==> src/rtl/axi_master.sv <==
// rtl/axi_master.sv - single-outstanding AXI initiator bridging a command/response client to an AXI slave
module axi_master #(
  parameter int addr_width = 3,
  parameter int data_width = 32,
  parameter int strb       = 4,
  parameter int resp       = 2
) (
  input  logic                  aclk,
  input  logic                  areset,
  // local command side
  input  logic                  cmd_valid,
  output logic                  cmd_ready,
  input  logic                  cmd_write,
  input  logic [addr_width-1:0] cmd_addr,
  input  logic [data_width-1:0] cmd_wdata,
  input  logic [strb-1:0]       cmd_wstrb,
  // local response side
  output logic                  rsp_valid,
  input  logic                  rsp_ready,
  output logic [data_width-1:0] rsp_rdata,
  output logic [resp-1:0]       rsp_resp,
  // write address channel
  output logic                  awid,
  output logic [addr_width-1:0] awaddr,
  output logic [7:0]            awlen,
  output logic [2:0]            awsize,
  output logic [1:0]            awburst,
  output logic                  awvalid,
  input  logic                  awready,
  // write data channel
  output logic [data_width-1:0] wdata,
  output logic [strb-1:0]       wstrb,
  output logic                  wlast,
  output logic                  wvalid,
  input  logic                  wready,
  // write response channel
  input  logic [resp-1:0]       bresp,
  input  logic                  bvalid,
  output logic                  bready,
  // read address channel
  output logic                  arid,
  output logic [addr_width-1:0] araddr,
  output logic [7:0]            arlen,
  output logic [2:0]            arsize,
  output logic [1:0]            arburst,
  output logic                  arvalid,
  input  logic                  arready,
  // read data channel
  input  logic [data_width-1:0] rdata,
  input  logic [resp-1:0]       rresp,
  input  logic                  rlast,
  input  logic                  rvalid,
  output logic                  rready
);

  typedef enum logic [2:0] {
    S_IDLE,
    S_WRITE,
    S_WRESP,
    S_RADDR,
    S_RDATA,
    S_RESP
  } state_t;

  // SLVERR-style code reported when a read beat arrives without rlast
  localparam logic [resp-1:0] RESP_PROTO_ERR = resp'(2'b10);

  state_t                r_state;
  state_t                w_next;
  logic                  r_aw_done;
  logic                  r_w_done;
  logic [addr_width-1:0] r_addr;
  logic [data_width-1:0] r_wdata;
  logic [strb-1:0]       r_wstrb;
  logic [data_width-1:0] r_rsp_rdata;
  logic [resp-1:0]       r_rsp_resp;

  logic w_cmd_fire;
  logic w_aw_fire;
  logic w_w_fire;
  logic w_b_fire;
  logic w_ar_fire;
  logic w_r_fire;
  logic w_rsp_fire;

  // Handshakes are derived from state and registered flags only, so the
  // valid/ready outputs never depend combinationally on slave inputs.
  assign w_cmd_fire = (r_state == S_IDLE)  && cmd_valid;
  assign w_aw_fire  = (r_state == S_WRITE) && !r_aw_done && awready;
  assign w_w_fire   = (r_state == S_WRITE) && !r_w_done  && wready;
  assign w_b_fire   = (r_state == S_WRESP) && bvalid;
  assign w_ar_fire  = (r_state == S_RADDR) && arready;
  assign w_r_fire   = (r_state == S_RDATA) && rvalid;
  assign w_rsp_fire = (r_state == S_RESP)  && rsp_ready;

  // Fixed single-beat, 4-byte, INCR burst attributes and payload from the captured command
  assign awid      = 1'b0;
  assign awlen     = 8'd0;
  assign awsize    = 3'b010;
  assign awburst   = 2'b01;
  assign arid      = 1'b0;
  assign arlen     = 8'd0;
  assign arsize    = 3'b010;
  assign arburst   = 2'b01;
  assign wlast     = 1'b1;
  assign awaddr    = r_addr;
  assign araddr    = r_addr;
  assign wdata     = r_wdata;
  assign wstrb     = r_wstrb;
  assign rsp_rdata = r_rsp_rdata;
  assign rsp_resp  = r_rsp_resp;

  // State register
  always_ff @(posedge aclk) begin
    if (areset) begin
      r_state <= S_IDLE;
    end else begin
      r_state <= w_next;
    end
  end

  // Next-state and per-state channel controls
  always_comb begin
    w_next    = r_state;
    cmd_ready = 1'b0;
    awvalid   = 1'b0;
    wvalid    = 1'b0;
    bready    = 1'b0;
    arvalid   = 1'b0;
    rready    = 1'b0;
    rsp_valid = 1'b0;
    case (r_state)
      S_IDLE: begin
        cmd_ready = 1'b1;
        if (w_cmd_fire) begin
          w_next = cmd_write ? S_WRITE : S_RADDR;
        end
      end
      S_WRITE: begin
        // AW and W complete independently; leave once both have been taken
        awvalid = !r_aw_done;
        wvalid  = !r_w_done;
        if ((r_aw_done || w_aw_fire) && (r_w_done || w_w_fire)) begin
          w_next = S_WRESP;
        end
      end
      S_WRESP: begin
        bready = 1'b1;
        if (w_b_fire) begin
          w_next = S_RESP;
        end
      end
      S_RADDR: begin
        arvalid = 1'b1;
        if (w_ar_fire) begin
          w_next = S_RDATA;
        end
      end
      S_RDATA: begin
        rready = 1'b1;
        if (w_r_fire) begin
          w_next = S_RESP;
        end
      end
      S_RESP: begin
        rsp_valid = 1'b1;
        if (w_rsp_fire) begin
          w_next = S_IDLE;
        end
      end
      default: begin
        w_next = S_IDLE;
      end
    endcase
  end

  // Command capture, write handshake tracking and response capture
  always_ff @(posedge aclk) begin
    if (areset) begin
      r_addr      <= '0;
      r_wdata     <= '0;
      r_wstrb     <= '0;
      r_aw_done   <= 1'b0;
      r_w_done    <= 1'b0;
      r_rsp_rdata <= '0;
      r_rsp_resp  <= '0;
    end else begin
      if (w_cmd_fire) begin
        r_addr    <= cmd_addr;
        r_wdata   <= cmd_wdata;
        r_wstrb   <= cmd_wstrb;
        r_aw_done <= 1'b0;
        r_w_done  <= 1'b0;
      end
      if (w_aw_fire) begin
        r_aw_done <= 1'b1;
      end
      if (w_w_fire) begin
        r_w_done <= 1'b1;
      end
      if (w_b_fire) begin
        r_rsp_resp  <= bresp;
        r_rsp_rdata <= '0;
      end
      if (w_r_fire) begin
        r_rsp_rdata <= rdata;
        r_rsp_resp  <= rlast ? rresp : RESP_PROTO_ERR;
      end
    end
  end

endmodule

==> config.mk <==
export PLATFORM = sky130hd
export DESIGN_NAME = axi_master
export DESIGN_NICKNAME = d
export VERILOG_FILES = /design/src/rtl/axi_master.sv
export SDC_FILE = /design/constraint.sdc
export NUM_CORES = 1
export LEC_CHECK = 0
export ABC_AREA = 1
export BUFFER_PORTS_ARGS = -buffer_cell sky130_fd_sc_hd__clkbuf_2
export CAP_MARGIN = 30
export CELL_PAD_IN_SITES_DETAIL_PLACEMENT = 2
export CELL_PAD_IN_SITES_GLOBAL_PLACEMENT = 2
export CORE_MARGIN = 3
export CORE_UTILIZATION = 20
export DETAILED_ROUTE_END_ITERATION = 12
export GPL_ROUTABILITY_DRIVEN = 0
export PLACE_DENSITY_LB_ADDON = 0.1
export SLEW_MARGIN = 20
export SYNTH_ARGS = -nofsm -noshare
export SYNTH_HDL_FRONTEND = slang
export SYNTH_SLANG_ARGS = --single-unit
==> constraint.sdc <==
create_clock -name aclk -period 1.2 [get_ports aclk]
set_input_delay 0.12 -clock aclk [delete_from_list [all_inputs] [get_ports aclk]]
set_output_delay 0.12 -clock aclk [all_outputs]
set_load 0.05 [all_outputs]
== Word level (Yosys, flattened, before mapping) ==
Index checks and enable logic that the tools add are counted.
W data, S select, Z words.
Word-level totals
  flip-flop bits (word level): 78
Cells by class
  equality and inequality tests: 11
  multiplexer cells: 23
  reductions and logical operators: 19
Operators with widths (count)
  $mux W32: 2
  $mux W3: 6
  $pmux W3 S6: 1
  $logic_and A1 B1 Y1: 10
  $mux W1: 10
  $ne A2 B2 Y1 const B: 5
  $mux W2: 4
  $eq A3 B2 Y1 const B: 2
  $eq A3 B3 Y1 const B: 2
  $reduce_and A6 Y1: 1
  $reduce_bool A2 Y1: 3
  $eq A3 B1 Y1 const B: 1
  $logic_not A3 Y1: 1
  $logic_not A1 Y1: 2
  $logic_or A1 B1 Y1: 2
  $ne A2 B1 Y1 const B: 1

== Longest topological paths before layout ==
Gate-level depths: netlist of the first run.
  word-level depth: 7
  mapped depth: 10
  mapped depth without buffers: 9

== Least setup slack after synthesis of the first run ==
No wires, ideal clock.
  path kind: reg-to-reg
  start point: register r_state[1]
  end point: register r_rsp_resp[0], in the netlist rsp_resp[0]
  setup time: 0.116 ns
  arrival: 1.720 ns
  data required time: 1.084 ns
  setup slack: -0.637 ns
  cell stages (with the launch flop): 9
  buffers on the path: 1
  period minus slack after synthesis: 1.837 ns
  cell sequence: dfxtp_1 -> inv_2 -> nor3_2 -> nand2_1 -> nand2_2 -> inv_2 -> buf_6 -> nor2_2 -> nor2_1
Between the ends
  word-level cells in the longest chain between the ends: 3
  elaborated cells on any way between the ends: 6
  those cells by class: eq/ne: 2; mux: 1; reduce/logical: 3
RTL lines
  start, declared: line 68  | state_t r_state;
  start signal, assigned: line 118  | r_state <= w_next;
  $eq A3 B3 Y1 or $eq A3 B2 Y1 (tied branches): line 93, 91
  $logic_and A1 B1 Y1 (on tied branches): line 93, 91
  $mux W2 or $reduce_bool A2 Y1 (tied branches)
  end signal, assigned: line 202  | r_rsp_resp <= bresp;
  end signal, assigned: line 207  | r_rsp_resp <= rlast ? rresp : RESP_PROTO_ERR;
  end, declared: line 76  | logic [resp-1:0] r_rsp_resp;
Several ways; a longest one is shown, not always the timed one.
A chain may end at the register's enable or synchronous reset.

== Worst setup path in the final report of the first run ==
  start point: register r_state[0]
  end point: register r_wdata[25], in the netlist wdata[25]
Between the ends
  word-level cells in the longest chain between the ends: 2
RTL lines
  $logic_not A3 Y1: line 88  | assign w_cmd_fire = (r_state == S_IDLE) && cmd_valid;
  $logic_and A1 B1 Y1: line 88
  end signal, assigned: line 190  | r_wdata <= cmd_wdata;
  end, declared: line 73  | logic [data_width-1:0] r_wdata;
Every way passes these cells.

==> impl_metrics.csv, run 1 <==
group,metric,value,unit
sta,setup_viol,85,
global_routing,overflow,0,
sta,hold_slack,0.0109,ns
floorplan,num_io_pins,198,
synthesis,synthSimpleGateAreaFrac,0.261,
synthesis,synthTopCellsByCount,"124 x nand2_1, 78 x dfxtp_1, 74 x a21oi_1",
synthesis,synth_top_area_frac,0.481,
synthesis,synth_top_area_cell,"dfxtp_1",
routing,viasPerCell,4.27,
setup_path,cp-start-kind,"flop",
synthesis,yosysWarnings,0,
sta,timing.final.crit_share,1.24,
global_routing,grt_antenna_before_repair,1,
global_routing,grt_pass1_wl,22000,µm
synthesis,synth.area.top_cells,"dfxtp_1 48%, nand2_1 14%, a21oi_1 11%",
clock_network,clk_pin_slew_worst_paths,0.06,ns
routing,drt_wl_total,14400,µm
placed_design,dp.final_hpwl,8880,µm
floorplan,dieArea,17800,µm²
routing,drt_iter0_markers,84,
sta,clock_skew,0.00450,ns
layout,layout-drive-gt1-share,0.571,
clock_network,cts_inserted_buffers,9,
setup_path,critPathRequiredTime,1.42,ns
synthesis,netlist_instances,428,
setup_path,crit_arrival,1.70,ns
global_routing,grt_pass1_vias,3983,
status,violations,"negative setup slack",
setup_path,path_max_fanout,7,
synthesis,ys_types,20,
clock_network,htree_levels,3,
synthesis,synth_top_family_by_area,"simple AND/OR/NAND/NOR gates",
clock_network,clk_latency,0.34,ns
global_routing,grt_max_degree,39,
layout,n_antenna_cell,0,
synthesis,synth_ff_type,"dfxtp_1",
placed_design,pre_cts_ws,-0.230,ns
synthesis,netlist_area,3250,µm²
sta,fin_crit,1.48,ns
synthesis,synthMuxAreaShare,0,
layout,area_delta_synth_final,83.2,%
synthesis,synth_compound_area_frac,0.122,
synthesis,synth_xor_area_frac,0,
routing,ant_nets,0,
routing,wl_per_cell,16.9,µm
floorplan,chipWidth,133,µm
setup_path,path_class,"flop to flop",
sta,fmax,0.674,GHz
layout,multiInputGateArea,1840,µm²
sta,rsz0062_at_grt,"true",
synthesis,synth_most_common_cell,"nand2_1",
placed_design,postPlaceCellArea,4390,µm²
min_path,min_path_type,"primary input to flop",
sta,hold_viol_final,0,
synthesis,synth_edf_count,0,
floorplan,initial_core_util,0.209,
layout,nNetsFinal,725,
synthesis,async_flop_share,0,
layout,post-route-cell-area,5950,µm²
routing,firstDrtPassIters,4,
power_and_ir_drop,cellLeakagePower,0.00263,µW
floorplan,die_h,133,µm
sta,fin_ws,-0.284,ns
global_routing,track_usage,0.157,
sta,slew_viol_final,0,
placed_design,io_buffers,168,
layout,num-fill-cells,1749,
flow_run,drv_cap,0,
power_and_ir_drop,worst_ir_drop_vdd,693,µV
setup_path,end_kind,"flop",
routing,routed-via-count,3646,
synthesis,avgSynthCellArea,7.59,µm²
clock_network,cts.sinks,78,
clock_network,cts_tree,"built",
synthesis,synth_seq_cells,78,
layout,seqCellArea,1570,µm²
clock_network,cts_root_buf,"clkbuf_16",
power_and_ir_drop,power_density,2440,nW/µm²
status,status,"finished, violations left",
routing,drc,0,
synthesis,ys_seq_area_frac,0.481,
floorplan,core_area,15500,µm²
floorplan,rows,45,
synthesis,synth-adder-area-share,0,
clock_network,clockBufferDepth,2,
report_power, final:
group          internal (µW)  switching [µW]  total [µW]
Clock                   2080            1100        3180
Combinational           3320            4700        8020
Sequential              3010             325        3340
Total                   8400            6120       14500
critical path: stages, from the launching register on:
cell and delay (ns):
dfxtp_4 0.36, buf_6 0.11, nor2_4 0.13, nand2_4 0.08
inv_4 0.07, buf_8 0.11, nand2_8 0.09, buf_12 0.15
buf_12 0.14, nand2_2 0.06, a21oi_2 0.05
layout make-up:
cell class / instances / share of cell area
Sequential cell: 78 / 0.264
Clock buffer: 11 / 0.0408
Tap cell: 211 / 0.0444
Multi-Input combinational cell: 305 / 0.309
Clock inverter: 4 / 0.0160
Timing Repair inverter: 5 / 0.0120
Inverter: 12 / 0.0135
Timing Repair Buffer: 228 / 0.300
final timing paths:
path	cells past startpoint	slack, ns	to	start
max reg2reg	10	-0.28	wdata[25]	r_state[0]
min	3	0.01	rsp_rdata[14]	rdata[14]
min reg2reg	2	0.46	wdata[11]	wdata[11]
max	10	-0.28	wdata[25]	r_state[0]
sequential cells by signal, summed over array words and instances (netlist names):
name	count
r_aw_done	1
wstrb	4
r_w_done	1
rsp_rdata	32
araddr	3
rsp_resp	2
r_state	3
wdata	32
logic make-up (layout without fill, tap and decap cells):
group	Yosys count	in the layout
simple gates	197	197
compound gates	79	79
flops	78	78
buf+inv	72	260
other cells	2	29
cell usage in the layout (no fill, tap or decap), types with 12 or more instances in the layout:
cell | netlist | final
buf_6 | 4 | 14
nand2_4 | 1 | 18
buf_12 | 0 | 19
a21oi_1 | 74 | 43
nor2_1 | 19 | 12
nand3_1 | 44 | 39
nand2_2 | 2 | 45
dfxtp_1 | 78 | 75
buf_4 | 32 | 18
conb_1 | 2 | 29
clkbuf_16 | 0 | 12
nand2_1 | 124 | 62
clkbuf_2 | 0 | 152
a21oi_2 | 0 | 31
repair_timing:
action,4_1_cts,5_1_grt
hold endpoints to repair,5,0
endpoints found under the setup margin,85,87
setup buffers,20,6
hold buffers,5,0
gates cloned,11,4
pin swaps,18,12
gates resized for setup,137,75
metal layers:
layer	global-route usage	part of all wire	vias to the layer above
met5	0	0.00090	-
met4	0.0371	0.010	2
met3	0.0729	0.085	12
met2	0.271	0.51	132
met1	0.176	0.39	1747
li1	-	-	1753
metrics by stage:
step	utilization	TNS, ns	total power (µW)	instances
global placement	0.283	-8.41	8310	795
global route	0.383	-24.32	15300	854
CTS	0.363	-17.72	14100	846
floorplan	-	-12.85	6870	455
detailed placement	0.283	-12.66	8410	795
finish	0.383	-18.66	14500	854
Note: power is estimated with default switching activity, not from simulation.
==> inputs of run 2 (changes only) <==
Settings changed: CORE_ASPECT_RATIO set to 1.4, TNS_END_PERCENT set to 1.
==> run 2 against run 1 <==
The run still ends with negative setup slack left. Non-clock buffer count is 27 lower. Power down 20%. Combinational power fell by 28%. Clock power decreased by 17%. Worst hold slack gained 0.011 ns. Critical endpoint is now wvalid. Largest power group unchanged.
==> impl_metrics.csv, run 2 (synthesized netlist as in run 1, its figures left out) <==
group,metric,value,unit
clock_network,htree_levels,3,
floorplan,dieArea,17800,µm²
routing,ant_nets,0,
setup_path,cpLargestDelayFamily,"buffers and inverters",
routing,drt_iter0_markers,116,
setup_path,critPathRequiredTime,1.08,ns
setup_path,cp-start-kind,"flop",
layout,n_antenna_cell,0,
global_routing,track_usage,0.136,
power_and_ir_drop,worst_ir_drop_vdd,672,µV
flow_run,drv_cap,0,
routing,drt_wl_total,12300,µm
power_and_ir_drop,cellLeakagePower,0.00225,µW
setup_path,crit_arrival,1.35,ns
setup_path,crit_slowest_cell,"dfxtp_4",
power_and_ir_drop,total_power,11700,µW
sta,fmax,0.681,GHz
clock_network,cts_inserted_buffers,9,
global_routing,grt_antenna_before_repair,0,
floorplan,chipWidth,114,µm
placed_design,pre_cts_ws,-0.247,ns
min_path,min_path_type,"primary input to flop",
floorplan,core_area,15700,µm²
setup_path,cp_common_cell,"buf_6",
status,violations,"negative setup slack",
layout,nNetsFinal,693,
routing,routed-via-count,3468,
routing,drc,0,
clock_network,cts_tree,"built",
setup_path,rrSetupSlack,-0.22,ns
placed_design,dp.final_hpwl,9160,µm
sta,finalSetupTns,-8.79,ns
layout,layout-drive-gt1-share,0.457,
sta,fin_ws,-0.267,ns
global_routing,grt_max_degree,53,
floorplan,rows,54,
sta,slew_viol_final,0,
setup_path,cp_cell_sequence,"buf_6, inv_4, nand3_4, buf_6, nor2_4, buf_12",
status,status,"finished, violations left",
floorplan,num_io_pins,198,
power_and_ir_drop,power_density,2330,nW/µm²
sta,hold_viol_final,0,
layout,layout_common_cells,"161 x clkbuf_2, 116 x nand2_1, 75 x dfxtp_1, 43 x a21oi_1, 43 x nand3_1",
routing,firstDrtPassIters,4,
clock_network,cts.sinks,78,
placed_design,io_buffers,168,
clock_network,clk_pin_slew_worst_paths,0.06,ns
layout,num-fill-cells,1865,
floorplan,die_h,157,µm
setup_path,path_max_fanout,3,
setup_path,critPathMaxStageDelay,0.37,ns
clock_network,clockBufferDepth,2,
routing,wl_per_cell,15.2,µm
setup_path,end_kind,"output pin",
sta,rsz0062_at_grt,"true",
sta,setup_viol,85,
layout,area_delta_synth_final,54.2,%
clock_network,hold_buffers,0,
floorplan,initial_core_util,0.206,
sta,clock_skew,0.00535,ns
layout,final_common_cell,"clkbuf_2",
routing,viasPerCell,4.30,
sta,timing.final.crit_share,1.22,
layout,fin_util,0.318,
global_routing,grt_pass1_vias,3861,
global_routing,overflow,0,
setup_path,path_class,"flop to output pin",
setup_path,path_buf_inv,4,
clock_network,cts_root_buf,"clkbuf_16",
sta,fin_crit,1.47,ns
clock_network,clk_latency,0.32,ns
global_routing,grt_pass1_wl,19600,µm
run 2: cell type report:
cell class              instances  area (µm²)  area share
inverters                      12        65.1      0.0130
multi-input cells             305        1560       0.312
repair buffers                201        1280       0.256
clock inverters                 5        52.6      0.0105
clock buffers                   9         225      0.0450
well taps                     196         245      0.0490
flip-flops and latches         78        1570       0.314
run 2: path summary, 6_finish.rpt:
path,startpoint,to,cells after the start
max reg2reg,r_state[2],r_state[0],10
min reg2reg,wdata[26],wdata[26],2
min,rdata[2],rsp_rdata[2],3
max,r_state[2],wvalid,6
run 2: metal layers:
metal | vias up | global-route usage | part of all wire | wire length [µm]
met5 | - | 0 | 0 | 0
met4 | 0 | 0.0344 | 0.0068 | 84
met2 | 119 | 0.248 | 0.51 | 6210
met1 | 1670 | 0.150 | 0.40 | 4910
met3 | 5 | 0.0495 | 0.088 | 1080
li1 | 1674 | - | - | -
run 2: tightest hold or removal path, stage by stage:
cell and delay (ns):
clkbuf_2 0.08, nand2_1 0.05, a21oi_1 0.05
run 2: what timing repair did:
action / in CTS / in global routing
pin swaps: 15 / 6
setup endpoints to repair: 85 / 85
buffers inserted: 6 / 0
gates resized for setup: 36 / 41
run 2: stage by stage:
step | hold slack, ns | instance area (µm²) | cells
after floorplan | 0.267 | 3370 | 455
after global placement | 0.356 | 4400 | 786
after detailed placement | 0.366 | 4400 | 786
after CTS | 0.00804 | 4860 | 806
after global routing | 0.00803 | 5010 | 806
final | 0.0219 | 5010 | 806
run 2: power by group:
group / leakage, µW / total [µW] / switching (µW) / internal [µW]
Clock: 0.000137 / 2630 / 1060 / 1580
Sequential: 0.000636 / 3310 / 296 / 3010
Combinational: 0.00148 / 5740 / 3770 / 1970
Total: 0.00225 / 11700 / 5130 / 6560
==> inputs of run 3 (changes only) <==
Settings changed: BUFFER_PORTS_ARGS -buffer_cell sky130_fd_sc_hd__clkbuf_2 to -buffer_cell sky130_fd_sc_hd__buf_2.
==> run 3 against run 2 <==
Utilization decreased by 0.24 points. Count of clock-buffer cells in the layout increased by 2. Global-route usage about the same. Sequential cell count unchanged. The run still ends with negative setup slack left.
==> impl_metrics.csv, run 3 (synthesized netlist as in run 1, its figures left out) <==
group,metric,value,unit
clock_network,clockBufferDepth,2,
setup_path,crit_slowest_cell,"dfxtp_4",
layout,area_delta_synth_final,53.0,%
layout,nNetsFinal,694,
floorplan,rows,54,
clock_network,clk_latency,0.33,ns
setup_path,cp-start-kind,"flop",
floorplan,core_area,15700,µm²
placed_design,dp.final_hpwl,9050,µm
min_path,min_path_type,"primary input to flop",
setup_path,cpLargestDelayFamily,"buffers and inverters",
routing,drc,0,
layout,multiInputGateArea,1520,µm²
layout,layout_common_cells,"161 x buf_2, 113 x nand2_1, 75 x dfxtp_1, 57 x a21oi_1, 42 x nand3_1",
setup_path,cp_common_cell,"buf_6",
sta,fin_ws,-0.219,ns
status,violations,"negative setup slack",
status,status,"finished, violations left",
placed_design,io_buffers,168,
global_routing,track_usage,0.136,
routing,wl_per_cell,15.9,µm
sta,hold_slack,0.0385,ns
sta,slew_viol_final,0,
routing,routed-via-count,3465,
layout,final_common_cell,"buf_2",
floorplan,num_io_pins,198,
sta,clock_skew,0.00788,ns
global_routing,grt_pass1_wl,19500,µm
setup_path,path_max_fanout,4,
clock_network,clk_pin_slew_worst_paths,0.06,ns
setup_path,path_class,"flop to output pin",
global_routing,grt_pass1_vias,3830,
floorplan,dieArea,17800,µm²
setup_path,path_buf_inv,3,
routing,drt_iter0_markers,122,
clock_network,cts_root_buf,"clkbuf_16",
layout,layout-drive-gt1-share,0.438,
routing,ant_nets,0,
clock_network,htree_levels,3,
power_and_ir_drop,worst_ir_drop_vdd,945,µV
routing,drt_wl_total,12900,µm
routing,viasPerCell,4.28,
floorplan,initial_core_util,0.206,
layout,seqCellArea,1570,µm²
setup_path,cp_cell_sequence,"buf_6, nand3_4, buf_6, nor2_4, buf_8",
setup_path,crit_arrival,1.30,ns
global_routing,grt_antenna_before_repair,1,
sta,hold_viol_final,0,
sta,rsz0062_at_grt,"true",
global_routing,overflow,0,
layout,instances_no_fill,809,
layout,num-fill-cells,1890,
power_and_ir_drop,power_density,2390,nW/µm²
placed_design,dp.cells,783,
sta,fin_crit,1.42,ns
layout,fin_util,0.316,
setup_path,critPathRequiredTime,1.08,ns
clock_network,cts_tree,"built",
setup_path,critPathMaxStageDelay,0.39,ns
floorplan,die_h,157,µm
placed_design,postPlaceCellArea,4290,µm²
sta,fmax,0.705,GHz
setup_path,end_kind,"output pin",
flow_run,drv_cap,0,
sta,timing.final.crit_share,1.18,
global_routing,grt_max_degree,53,
clock_network,cts.sinks,78,
floorplan,chipWidth,114,µm
clock_network,cts_inserted_buffers,9,
sta,setup_viol,84,
routing,firstDrtPassIters,5,
setup_path,rrSetupSlack,-0.18,ns
power_and_ir_drop,cellLeakagePower,0.00231,µW
layout,post-route-cell-area,4970,µm²
==> run 3: cell count changes in the layout (fill, tap and decap cells not counted), moves of 3 or more <==
cell and change:
a21oi_1 +14, clkbuf_2 -161, nor2_4 -3, a21oi_2 -14, buf_2 +161, buf_12 -6, buf_6 +4, nand2_1 -3
==> run 3: what timing repair did <==
action                     4_1_cts  5_1_grt
gates cloned                     0        4
gates resized for setup         50       28
setup endpoints to repair       85       85
hold buffers                     0        0
pin swaps                       22        4
buffers inserted                 5        1
==> run 3: worst paths after layout <==
kind | cells past startpoint | to | startpoint
setup / recovery | 5 | awvalid | r_state[0]
hold / removal | 3 | rsp_rdata[13] | rdata[13]
setup reg to reg | 9 | araddr[2] | r_state[2]
hold reg to reg | 2 | wdata[13] | wdata[13]
==> run 3: routing by layer <==
| layer | wire, µm | part of all wire | vias to the layer above | GRT usage |
|---|---|---|---|---|
| met1 | 5130 | 0.40 | 1650 | 0.149 |
| met4 | 93 | 0.0072 | 2 | 0.0286 |
| met2 | 6530 | 0.51 | 122 | 0.245 |
| met5 | 7 | 0.00054 | - | 0 |
| met3 | 1100 | 0.085 | 8 | 0.0565 |
| li1 | - | - | 1683 | - |
==> run 3: worst min-delay path, cell delays in order <==
cell and delay, ns:
buf_2 0.10, nand2_1 0.05, a21oi_1 0.05
==> run 3: stage by stage <==
stage,worst slack (ns),power (µW),TNS [ns]
5_1_grt,-0.298,12600,-17.49
3_5_place_dp,-0.235,8130,-14.59
4_1_cts,-0.250,11500,-10.77
3_3_place_gp,-0.188,8040,-12.05
6_report,-0.219,11900,-9.20
2_1_floorplan,-0.368,6780,-14.63
==> run 3: final cells by class <==
cell class / count / share of cell area
inverters: 12 / 0.0136
clock buffers: 11 / 0.0468
clock inverters: 4 / 0.00982
flip-flops and latches: 78 / 0.316
multi-input cells: 305 / 0.306
well taps: 196 / 0.0493
diodes: 1 / 0.000504
repair buffers: 202 / 0.258
==> run 3: power breakdown <==
part           total [µW]  internal (µW)  leakage, µW  switching [µW]
logic                5910           2010      0.00153            3900
clock network        2690           1600     0.000139            1090
registers            3280           3010     0.000636             276
